==> src/rtl/slice_alu_pkg.sv <==
// Shared ALU operation encodings and small decode helpers for the sliced ALU.
package slice_alu_pkg;

    typedef enum logic [3:0] {
        ALU_ADD  = 4'd0,
        ALU_SUB  = 4'd1,
        ALU_AND  = 4'd2,
        ALU_OR   = 4'd3,
        ALU_XOR  = 4'd4,
        ALU_SLT  = 4'd5,
        ALU_SLTU = 4'd6
    } alu_op_e;

    // Ops that run the adder as a + ~b + 1.
    function automatic logic op_is_sub(input alu_op_e op);
        logic r;
        case (op)
            ALU_SUB, ALU_SLT, ALU_SLTU: r = 1'b1;
            default:                    r = 1'b0;
        endcase
        return r;
    endfunction

    function automatic logic op_is_cmp(input alu_op_e op);
        logic r;
        case (op)
            ALU_SLT, ALU_SLTU: r = 1'b1;
            default:           r = 1'b0;
        endcase
        return r;
    endfunction

endpackage

==> src/rtl/slice_alu_adder.sv <==
// SLICE-bit adder with carry in/out; also exposes the carry into the MSB for overflow.
module slice_adder #(
    parameter int W = 8
) (
    input  logic [W-1:0] a,
    input  logic [W-1:0] b,
    input  logic         cin,
    output logic [W-1:0] sum,
    output logic         cout,
    output logic         msb_cin
);

    logic [W:0] total_s;

    // Widened add so the carry-out lands in the top bit.
    always_comb begin
        total_s = {1'b0, a} + {1'b0, b} + {{W{1'b0}}, cin};
        sum     = total_s[W-1:0];
        cout    = total_s[W];
        msb_cin = a[W-1] ^ b[W-1] ^ total_s[W-1];
    end

endmodule

==> src/rtl/slice_alu.sv <==
// Multi-cycle integer ALU processing one SLICE-bit chunk per clock, LSB first,
// with valid/ready handshakes on request and result sides.
module slice_alu
    import slice_alu_pkg::*;
#(
    parameter int XLEN  = 32,
    parameter int SLICE = 8,
    parameter int IMM_W = 12
) (
    input  logic              clk,
    input  logic              rst_n,
    input  logic              in_valid,
    output logic              in_ready,
    input  alu_op_e           op,
    input  logic              use_imm,
    input  logic [XLEN-1:0]   a,
    input  logic [XLEN-1:0]   b,
    input  logic [IMM_W-1:0]  imm,
    output logic              out_valid,
    input  logic              out_ready,
    output logic [XLEN-1:0]   result,
    output logic              zero
);

    localparam int NSLICE = XLEN / SLICE;
    localparam int IDX_W  = (NSLICE > 1) ? $clog2(NSLICE) : 1;

    if ((SLICE < 1) || ((XLEN % SLICE) != 0) || ((SLICE & (SLICE - 1)) != 0)) begin : g_bad_cfg
        $fatal(1, "slice_alu: SLICE must be a power of two that divides XLEN");
    end

    typedef enum logic [1:0] {
        ST_IDLE = 2'd0,
        ST_RUN  = 2'd1,
        ST_DONE = 2'd2
    } slice_alu_state_e;

    slice_alu_state_e  state_r;
    alu_op_e           op_r;
    logic [XLEN-1:0]   a_r;
    logic [XLEN-1:0]   b_r;
    logic [XLEN-1:0]   res_r;
    logic              carry_r;
    logic [IDX_W-1:0]  idx_r;

    logic [XLEN-1:0]   b_eff_s;
    logic [SLICE-1:0]  a_sl_s;
    logic [SLICE-1:0]  b_sl_s;
    logic [SLICE-1:0]  b_add_s;
    logic [SLICE-1:0]  sum_s;
    logic [SLICE-1:0]  slice_res_s;
    logic              cout_s;
    logic              msb_cin_s;
    logic              last_s;
    logic              lt_s;

    // Operand B selection at accept time: register or sign-extended immediate.
    always_comb begin
        if (use_imm) begin
            b_eff_s = {{(XLEN - IMM_W){imm[IMM_W-1]}}, imm};
        end else begin
            b_eff_s = b;
        end
    end

    // Current-slice operand extraction and per-op slice result.
    always_comb begin
        a_sl_s  = a_r[idx_r * SLICE +: SLICE];
        b_sl_s  = b_r[idx_r * SLICE +: SLICE];
        b_add_s = op_is_sub(op_r) ? ~b_sl_s : b_sl_s;
        last_s  = (idx_r == IDX_W'(NSLICE - 1));
        case (op_r)
            ALU_ADD, ALU_SUB,
            ALU_SLT, ALU_SLTU: slice_res_s = sum_s;
            ALU_AND:           slice_res_s = a_sl_s & b_sl_s;
            ALU_OR:            slice_res_s = a_sl_s | b_sl_s;
            ALU_XOR:           slice_res_s = a_sl_s ^ b_sl_s;
            default:           slice_res_s = {SLICE{1'b0}};
        endcase
        // On the top slice, sum MSB is the difference sign; msb_cin^cout is signed overflow.
        if (op_r == ALU_SLTU) begin
            lt_s = ~cout_s;
        end else begin
            lt_s = sum_s[SLICE-1] ^ (msb_cin_s ^ cout_s);
        end
    end

    slice_adder #(
        .W (SLICE)
    ) u_adder (
        .a       (a_sl_s),
        .b       (b_add_s),
        .cin     (carry_r),
        .sum     (sum_s),
        .cout    (cout_s),
        .msb_cin (msb_cin_s)
    );

    // Control FSM and datapath registers.
    always_ff @(posedge clk or negedge rst_n) begin
        if (!rst_n) begin
            state_r <= ST_IDLE;
            op_r    <= ALU_ADD;
            a_r     <= {XLEN{1'b0}};
            b_r     <= {XLEN{1'b0}};
            res_r   <= {XLEN{1'b0}};
            carry_r <= 1'b0;
            idx_r   <= {IDX_W{1'b0}};
        end else begin
            case (state_r)
                ST_IDLE: begin
                    if (in_valid) begin
                        op_r    <= op;
                        a_r     <= a;
                        b_r     <= b_eff_s;
                        idx_r   <= {IDX_W{1'b0}};
                        carry_r <= op_is_sub(op);
                        state_r <= ST_RUN;
                    end
                end
                ST_RUN: begin
                    carry_r <= cout_s;
                    idx_r   <= idx_r + IDX_W'(1);
                    if (last_s && op_is_cmp(op_r)) begin
                        res_r <= {{(XLEN - 1){1'b0}}, lt_s};
                    end else begin
                        res_r[idx_r * SLICE +: SLICE] <= slice_res_s;
                    end
                    if (last_s) begin
                        state_r <= ST_DONE;
                    end
                end
                ST_DONE: begin
                    if (out_ready) begin
                        state_r <= ST_IDLE;
                    end
                end
                default: begin
                    state_r <= ST_IDLE;
                end
            endcase
        end
    end

    assign in_ready  = (state_r == ST_IDLE);
    assign out_valid = (state_r == ST_DONE);
    assign result    = res_r;
    assign zero      = (res_r == {XLEN{1'b0}});

endmodule

==> config.mk <==
export PLATFORM = sky130hd
export DESIGN_NAME = slice_alu
export DESIGN_NICKNAME = d
export VERILOG_FILES = /design/src/rtl/slice_alu_pkg.sv /design/src/rtl/slice_alu_adder.sv /design/src/rtl/slice_alu.sv
export SDC_FILE = /design/constraint.sdc
export NUM_CORES = 1
export LEC_CHECK = 0
export CAP_MARGIN = 5
export CELL_PAD_IN_SITES_DETAIL_PLACEMENT = 1
export CELL_PAD_IN_SITES_GLOBAL_PLACEMENT = 2
export CORE_MARGIN = 1
export CORE_UTILIZATION = 34
export CTS_CLUSTER_DIAMETER = 60
export DETAILED_ROUTE_END_ITERATION = 16
export HOLD_SLACK_MARGIN = 0.12
export PLACE_DENSITY_LB_ADDON = 0.1
export SKIP_LAST_GASP = 1
export SYNTH_ARGS = -nofsm -noshare
export SYNTH_HDL_FRONTEND = slang
export SYNTH_HIERARCHICAL = 1
export SYNTH_SLANG_ARGS = --single-unit
==> constraint.sdc <==
create_clock -name clk -period 7.9 [get_ports clk]
set_input_delay 1.58 -clock clk [delete_from_list [all_inputs] [get_ports clk]]
set_output_delay 1.58 -clock clk [all_outputs]
set_load 0.005 [all_outputs]
==> out/metrics.yaml, run 1 <==
ys_warn_count: 6
highest_layer: "met4"
critPathMaxFanout: 20
synthesis.area_um2: 5700
first_iter_violations: 186
path_common_cell: "fa_1"
power.internal_uw: 1980
met1Wirelength_um: 7030
worstHoldEndpoint: "a_r[21]"
maxSlewHeadroom_pct: 34.4
vias: 4534
yosys.cell_count.top_type: "nand2_1"
holdPathStages: 2
finalCritPeriodShare_pct: 49.7
slew_viol_final: 0
pin_count: 120
wl_met3_um: 531
final_util_pct: 45.7
antenna_found_initial: 0
yosysSeqAreaShare_pct: 46.1
worst-r2r-cell-count: 11
syn-num-nets: 691
r2r_slack_ps: 3970
path_clk_slew_ps: 80
finalSetupTns_ps: 0
end_kind: "flip-flop"
cpPeakStageDelay_ps: 670
drc: 0
drt_pre_antenna_iters: 4
htreeDepth: 3
cp-start-kind: "flip-flop"
seq_power_share_pct: 26.4
syn_inst: 576
dp_hpwl_um: 11300
cp_num_buf_inv: 0
hold_violations: 0
ys_seq_elements: 105
pwr-share-clk_pct: 12.8
worstPathRequired_ps: 8140
grtUsageTotal_pct: 19.1
clock_tree.buffer_depth: 2
slowest_stage: "dfrtp_1"
finalWeightedCongestion: 0.834
fin_crit_ps: 3930
cts-buffers-inserted: 9
grt_pass1_wl_um: 26200
postCtsResizedCells: 0
synth.area.top_cells: "dfrtp_1, nand2_1, ha_1, mux4_2, a22o_1"
power.share.switching_pct: 45.1
grt_setup_unrepaired: "no"
row_count: 46
setup_viol: 0
dpl_worst_slack_ps: 4000
fp.dieArea_um2: 17300
ir_drop_v: 0.000280
routed_via_density: 5.04
worstPathCellList: "nor2b_1, mux2i_1, nor2_2, xnor2_1, fa_1, fa_1, a21oi_1, o21bai_1, xor2_1, a221o_1, a22o_1"
total_power_uw: 3610
core_um2: 16100
die_h_um: 131
ant_nets: 0
pwr-share-comb_pct: 60.7
die_w_um: 131
met2_length_um: 7690
status: "complete, no violations"
numPortBuffers: 119
synthDistinctLibCells: 52
syn_avg_cell_area_um2: 9.89
crit_family: "compound AO/OA/AOI/OAI gates"
areaGrowthSynthToFinish_pct: 29.2
cts_tree: "yes"
max-cap-violations: 0
diodes: 0
synth_top_area_share_pct: 46.1
hold_buffers: 0
r2r_end: "result[4]"
synth_edf_count: 0
fin_cells: 900
worstSetupPathType: "flip-flop to flip-flop"
start_util_pct: 35.3
synthArstFlopShare_pct: 100
tightest_slew_ps: 976
r2r-start: "op_r[0]"
grt_pass1_vias: 4880
routedWlPerCell_um: 17.2
drive_gt1_share_pct: 7.75
setup_slack_ps: 3970
root_buffer: "clkbuf_16"
critPathArrivalTime_ps: 4170
synth_top_flop_cell: "dfrtp_1"
fmax_mhz: 255
cts_num_sinks: 105
numPlacedInstances: 884
grt_max_degree: 103
drt-total-wl_um: 15500
overflow: 0
postCtsSetupRepairBufs: 0
synth_common_cells: "nand2_1, dfrtp_1, o21ai_0"
leakagePower_uw: 0.00334
finalNetCount: 794
power_density_nw_per_um2: 491
hold_class: "flip-flop to flip-flop"
min_from: "a_r[21]"
clk_latency_ps: 360
power.switching_uw: 1630
yosysTopAreaCell: "dfrtp_1"
skew_ps: 10.6
kinds of logic (layout without fill, tap and decap cells):
family / count (synthesis) / in the layout / synth area share [%]
XOR/XNOR: 15 / 15 / 2.44
flip-flops: 105 / 105 / 46.1
multiplexers: 31 / 31 / 9.05
adder cells (fa/ha/maj): 30 / 30 / 6.85
AND/OR/NAND/NOR: 212 / 212 / 16.8
AO/OA/AOI/OAI: 124 / 124 / 14.5
buffers and inverters: 59 / 167 / 4.17
worst max-delay path by stage:
stage	start	to	slack, ps	depth (start not counted)
final	op_r[0]	result[4]	3970	11
after global routing	op_r[0]	result[20]	3730	11
after CTS	op_r[0]	result[20]	3980	11
after detailed placement	op_r[0]	result[20]	4000	11
after global placement	op_r[0]	result[4]	4140	11
after floorplan	idx_r[0]	result[12]	4390	10
power by group through the flow:
stage	clock network [µW]	logic, µW	registers, µW
6_report	464	2190	955
5_1_grt	500	2460	990
4_1_cts	476	2220	959
3_5_place_dp	0	2190	969
3_3_place_gp	0	2110	958
2_1_floorplan	0	1560	883
cell usage in the layout (no fill, tap or decap), types with 2 or more instances in the layout:
| cell type | synthesis | final |
|---|---|---|
| ha_1 | 28 | 28 |
| and2_1 | 2 | 2 |
| o21ai_0 | 36 | 36 |
| xnor2_1 | 11 | 11 |
| nand3b_1 | 2 | 2 |
| a211oi_1 | 7 | 7 |
| a21oi_1 | 26 | 26 |
| nor2b_1 | 5 | 5 |
| mux4_2 | 15 | 15 |
| and3_1 | 2 | 2 |
| clkinv_4 | 0 | 2 |
| xor2_1 | 3 | 3 |
| nand4_1 | 2 | 2 |
| a21o_1 | 2 | 2 |
| a221o_1 | 7 | 7 |
| nor2_1 | 13 | 13 |
| dfrtp_1 | 105 | 105 |
| clkdlybuf4s50_1 | 0 | 118 |
| nand2_1 | 155 | 154 |
| a311o_1 | 3 | 3 |
| nor4b_2 | 2 | 2 |
| nor4_1 | 9 | 9 |
| o21ai_1 | 7 | 7 |
| nand2b_1 | 3 | 3 |
| a22o_1 | 28 | 28 |
| nor3_1 | 4 | 4 |
| inv_2 | 3 | 3 |
| fa_1 | 2 | 2 |
| a21oi_2 | 3 | 3 |
| inv_6 | 0 | 2 |
| clkbuf_16 | 0 | 9 |
| nand3_1 | 3 | 3 |
| mux2i_1 | 14 | 14 |
| inv_1 | 25 | 25 |
| buf_4 | 2 | 5 |
stage by stage:
stage                     hold WS (ps)  instance area, µm²
after floorplan                    440                5700
after global placement             455                7060
after detailed placement           463                7060
after CTS                          480                7360
after global routing               502                7360
final                              476                7360
cell type report:
| type | count | area, µm² |
|---|---|---|
| timing repair buffer | 123 | 1220 |
| tap | 216 | 270 |
| sequential | 105 | 2630 |
| clock inverter | 7 | 77.6 |
| fill | 1765 | 8760 |
| clock buffer | 9 | 225 |
| inverter | 28 | 105 |
| multi-input combinational | 412 | 2830 |
sequential cells by signal (all words and copies together), names as in the netlist:
name,flops
state_r,2
result,32
op_r,4
b_r,32
carry_r,1
a_r,32
idx_r,2
worst min-delay path, cell delays in order, from the launching register on:
cell and delay (ps):
dfrtp_1 340, nand2_1 50, nand2_1 50
routing by layer:
| layer | vias up | global-route usage (%) |
|---|---|---|
| li1 | 2211 | - |
| met1 | 2228 | 24.4 |
| met2 | 81 | 32.6 |
| met3 | 14 | 3.47 |
| met4 | 0 | 6.20 |
| met5 | - | 0 |
Power figures use the tool's default switching activity.
==> inputs of run 2 (changes only) <==
- CORE_UTILIZATION: 34 -> 29
- clock period: 7.9 -> 3.6 ns (I/O delays scaled with it)
==> out/metrics.yaml, run 2 (same netlist as run 1, synthesis figures left out) <==
status: "complete, no violations"
clock_tree.buffer_depth: 2  # unchanged
finalWeightedCongestion: 0.860  # +3.2%
cts_tree: "yes"
r2r_end: "result[20]"
clk_latency_ps: 360  # about the same
grt_pass1_wl_um: 26300  # +0.37%
cpPeakStageDelay_ps: 560  # -110 ps
slew_viol_final: 0  # unchanged
core_um2: 19000  # +18%
path_clk_slew_ps: 70  # about the same
cp-start-kind: "flip-flop"
r2r_slack_ps: 170  # -3810 ps
hold_class: "input port to async pin"
drive_gt1_share_pct: 9.08  # +1.3 points
fmax_mhz: 291  # +14%
drt-total-wl_um: 16100  # +4.0%
htreeDepth: 3  # unchanged
numPlacedInstances: 938  # +6.1%
start_util_pct: 30.1  # -5.3 points
pin_count: 120  # unchanged
grt_max_degree: 77  # -25%
worst-r2r-cell-count: 9  # -2
critPathMaxFanout: 13  # -35%
overflow: 0  # unchanged
worstSetupPathType: "flip-flop to flip-flop"
fp.dieArea_um2: 20200  # +17%
finalNetCount: 804  # +1.3%
cts-buffers-inserted: 9  # unchanged
drt_pre_antenna_iters: 4  # unchanged
cts_num_sinks: 105  # unchanged
finalCritPeriodShare_pct: 95.4  # +46 points
crit_family: "compound AO/OA/AOI/OAI gates"
routed_via_density: 4.87  # -3.4%
row_count: 50  # +8.7%
grt_setup_unrepaired: "no"
finalSetupTns_ps: 0  # unchanged
first_iter_violations: 114  # -39%
dp_hpwl_um: 12300  # +8.6%
cp_num_buf_inv: 1  # +1
fin_area_um2: 7540  # +2.4%
tightest_slew_ps: 793  # -184 ps
dpl_worst_slack_ps: 187  # -3810 ps
max-cap-violations: 0  # unchanged
path_common_cell: "fa_1"
die_h_um: 142  # +8.2%
drc: 0  # unchanged
grtUsageTotal_pct: 17.0  # -2.1 points
root_buffer: "clkbuf_16"
postCtsResizedCells: 0  # unchanged
fin_crit_ps: 3430  # -495 ps
leakagePower_uw: 0.00340  # +2.0%
r2r-start: "idx_r[0]"
postCtsSetupRepairBufs: 0  # unchanged
power_density_nw_per_um2: 1080  # +120%
die_w_um: 142  # +8.2%
ant_nets: 0  # unchanged
placed_cell_area_um2: 7220  # +2.4%
setup_viol: 0  # unchanged
skew_ps: 9.47  # -1.09 ps
setup_slack_ps: 167  # -3810 ps
fin_cells: 954  # +6.0%
numPortBuffers: 119  # unchanged
ir_drop_v: 0.000340  # +22%
antenna_found_initial: 0  # unchanged
worstPathRequired_ps: 3840  # -4300 ps
routedWlPerCell_um: 16.9  # -1.9%
critPathArrivalTime_ps: 3670  # -500 ps
end_kind: "flip-flop"
vias: 4645  # +2.4%
areaGrowthSynthToFinish_pct: 32.3
layout_common_cells: "nand2_1, clkdlybuf4s50_1, dfrtp_1, o21ai_0"
grt_pass1_vias: 4920  # +0.82%
worstPathCellList: "buf_12, mux4_2, fa_1, fa_1, a21oi_1, o21bai_1, xor2_1, a221o_1, a22o_1"
diodes: 0  # unchanged
maxSlewHeadroom_pct: 46.8  # +12 points
mostFrequentLayoutCell: "nand2_1"
hold_buffers: 0  # unchanged
slowest_stage: "mux4_2"
hold_violations: 0  # unchanged
==> run 2: worst max path at each step <==
stage                  start         end  cells past startpoint
floorplan           idx_r[0]  result[12]                     10
global placement    idx_r[0]  result[12]                      9
detailed placement  idx_r[0]  result[12]                      9
CTS                 idx_r[0]  result[20]                      9
global route        idx_r[0]  result[20]                      9
finish              idx_r[0]  result[20]                      9
==> run 2: metal layers <==
| layer | vias to the layer above | wire [µm] | share of wire [%] | track usage [%] |
|---|---|---|---|---|
| li1 | 2232 | - | - | - |
| met1 | 2313 | 7650 | 47 | 22.8 |
| met2 | 88 | 7670 | 48 | 28.0 |
| met3 | 12 | 561 | 3.5 | 2.79 |
| met4 | 0 | 237 | 1.5 | 5.26 |
| met5 | - | 0 | 0 | 0 |
==> run 2: cell type report <==
type                    count  area, µm²
clock inverters             6       73.8
repair buffers            133       1330
fillers                  2151      11400
multi-input cells         412       2830
flip-flops and latches    105       2630
clock buffers              10        239
well taps                 260        325
inverters                  28        105
==> run 2: stage by stage <==
stage	utilization (%)	hold WS, ps	total power [µW]
6_report	39.8	382	8120
5_1_grt	39.8	417	8880
4_1_cts	39.8	386	8260
3_5_place_dp	38.1	461	7180
3_3_place_gp	38.1	457	7080
2_1_floorplan	-	424	5370
==> run 2: power breakdown <==
group	switching, µW	leakage (µW)	internal, µW
registers	366	0.00135	1680
logic	2790	0.00190	2260
clock network	469	0.000147	567
==> inputs of run 3 (changes only) <==
- CORE_UTILIZATION: 29 -> 27
==> out/metrics.yaml, run 3 (same netlist as run 1, synthesis figures left out) <==
tightest_slew_ps: 826  # +33.5 ps
slew_viol_final: 0  # unchanged
end_kind: "flip-flop"
layout_common_cells: "nand2_1, clkdlybuf4s50_1, dfrtp_1, o21ai_0"
antenna_found_initial: 0  # unchanged
startpoint: "idx_r[0]"
cp-start-kind: "flip-flop"
grt_pass1_wl_um: 27200  # +3.6%
routedWlPerCell_um: 16.9  # +0.21%
max-cap-violations: 0  # unchanged
numPortBuffers: 119  # unchanged
worstSetupPathType: "flip-flop to flip-flop"
setup_viol: 0  # unchanged
drc: 0  # unchanged
fin_crit_ps: 3360  # -74.0 ps
finalWeightedCongestion: 0.825  # -4.1%
numPlacedInstances: 951  # +1.4%
drt_pre_antenna_iters: 4  # unchanged
finalCritPeriodShare_pct: 93.3  # -2.1 points
fmax_mhz: 298  # +2.2%
skew_ps: 7.93  # -1.54 ps
path_clk_slew_ps: 70  # about the same
areaGrowthSynthToFinish_pct: 32.4  # about the same
ir_drop_v: 0.000449  # +32%
worstPathRequired_ps: 3830  # about the same
clock_tree.buffer_depth: 2  # unchanged
cts-buffers-inserted: 9  # unchanged
critPathMaxFanout: 11  # -2
grt_setup_unrepaired: "no"
power_density_nw_per_um2: 1060  # -1.8%
row_count: 52  # +4.0%
hold_class: "input port to async pin"
fin_cells: 966  # +1.3%
nFillCells: 2347  # +9.1%
finalNetCount: 807  # +0.37%
pin_count: 120  # unchanged
vias: 4618  # -0.58%
first_iter_violations: 132  # +16%
r2r-start: "idx_r[0]"
critPathArrivalTime_ps: 3590  # -80 ps
grt_max_degree: 76  # -1.3%
grt_pass1_vias: 5053  # +2.7%
worst-r2r-cell-count: 9  # unchanged
core_um2: 20400  # +7.8%
hold_violations: 0  # unchanged
mostFrequentLayoutCell: "nand2_1"
cts_num_sinks: 105  # unchanged
diodes: 0  # unchanged
hold_buffers: 0  # unchanged
die_h_um: 147  # +3.6%
whs_ps: 387  # +5.10 ps
r2r_slack_ps: 240  # +70 ps
r2r_end: "result[22]"
endpoint: "result[22]"
status: "complete, no violations"
routed_via_density: 4.78  # -1.8%
die_w_um: 147  # +3.6%
overflow: 0  # unchanged
maxSlewHeadroom_pct: 44.5  # -2.3 points
cts_tree: "yes"
leakagePower_uw: 0.00340  # about the same
start_util_pct: 27.9  # -2.2 points
grtUsageTotal_pct: 16.2  # -0.79 points
dp_hpwl_um: 12600  # +2.3%
htreeDepth: 3  # unchanged
fp.dieArea_um2: 21700  # +7.3%
drt-total-wl_um: 16400  # +1.5%
clk_latency_ps: 350  # about the same
drive_gt1_share_pct: 9.34  # +0.26 points
ant_nets: 0  # unchanged
finalSetupTns_ps: 0  # unchanged
root_buffer: "clkbuf_16"
run 3: changes by cell type in the layout (fill, tap and decap cells not counted):
cell	previous run	this run
bufinv_16	1	0
buf_4	12	15
dfrtp_1	105	104
clkbuf_8	1	2
clkinvlp_4	2	1
dfrtp_2	0	1
clkbuf_1	0	1
inv_8	1	0
run 3: metal layers:
metal  global-route usage [%]  part of all wire (%)  up-vias
li1                         -                     -     2229
met1                     21.3                    46     2270
met2                     26.9                    48      100
met3                     2.36                   3.8       19
met4                     6.13                   2.1        0
met5                        0                     0        -
run 3: worst min-delay path by stage:
stage,from,end,slack [ps],cells after the start
2_1_floorplan,rst_n,a_r[0],420,0
3_3_place_gp,b_r[31],b_r[31],450,2
3_5_place_dp,a_r[7],a_r[7],460,2
4_1_cts,rst_n,a_r[29],410,1
5_1_grt,rst_n,a_r[4],440,1
6_report,rst_n,a_r[29],390,1
run 3: what timing repair did:
action / in CTS / in global routing
resized for setup: 0 / 1
buffers inserted: 0 / 0
setup endpoints to repair: 0 / 9
run 3: power breakdown:
| part | switching [µW] | internal (µW) | total [µW] |
|---|---|---|---|
| Sequential | 363 | 1680 | 2040 |
| Clock | 430 | 507 | 937 |
| Combinational | 2750 | 2250 | 5000 |
| Total | 3540 | 4440 | 7980 |
run 3: final cells by class:
| cell class | instances | area, µm² | share of cell area (%) |
|---|---|---|---|
| Tap cell | 270 | 338 | 4.48 |
| Multi-Input combinational cell | 412 | 2830 | 37.6 |
| Timing Repair Buffer | 136 | 1350 | 18.0 |
| Clock buffer | 12 | 256 | 3.40 |
| Clock inverter | 3 | 25.0 | 0.332 |
| Sequential cell | 105 | 2630 | 34.9 |
| Inverter | 28 | 105 | 1.39 |
run 3: metrics by stage:
stage / worst slack [ps] / utilization, % / total power (µW) / cell area, µm²
CTS: 132 / 36.9 / 8160 / 7540
global route: 35.3 / 36.9 / 8760 / 7540
detailed placement: 159 / 35.5 / 7160 / 7260
global placement: 216 / 35.5 / 7040 / 7260
floorplan: 86.9 / - / 5370 / 5700
finish: 241 / 36.9 / 7980 / 7540
run 3: critical path, stage by stage, from the launching register on:
cell,delay [ps]
dfrtp_2,440
buf_12,190
mux4_2,560
fa_1,500
fa_1,430
a21oi_1,250
o21a_1,180
xnor2_1,70
a221o_1,380
a22o_1,230
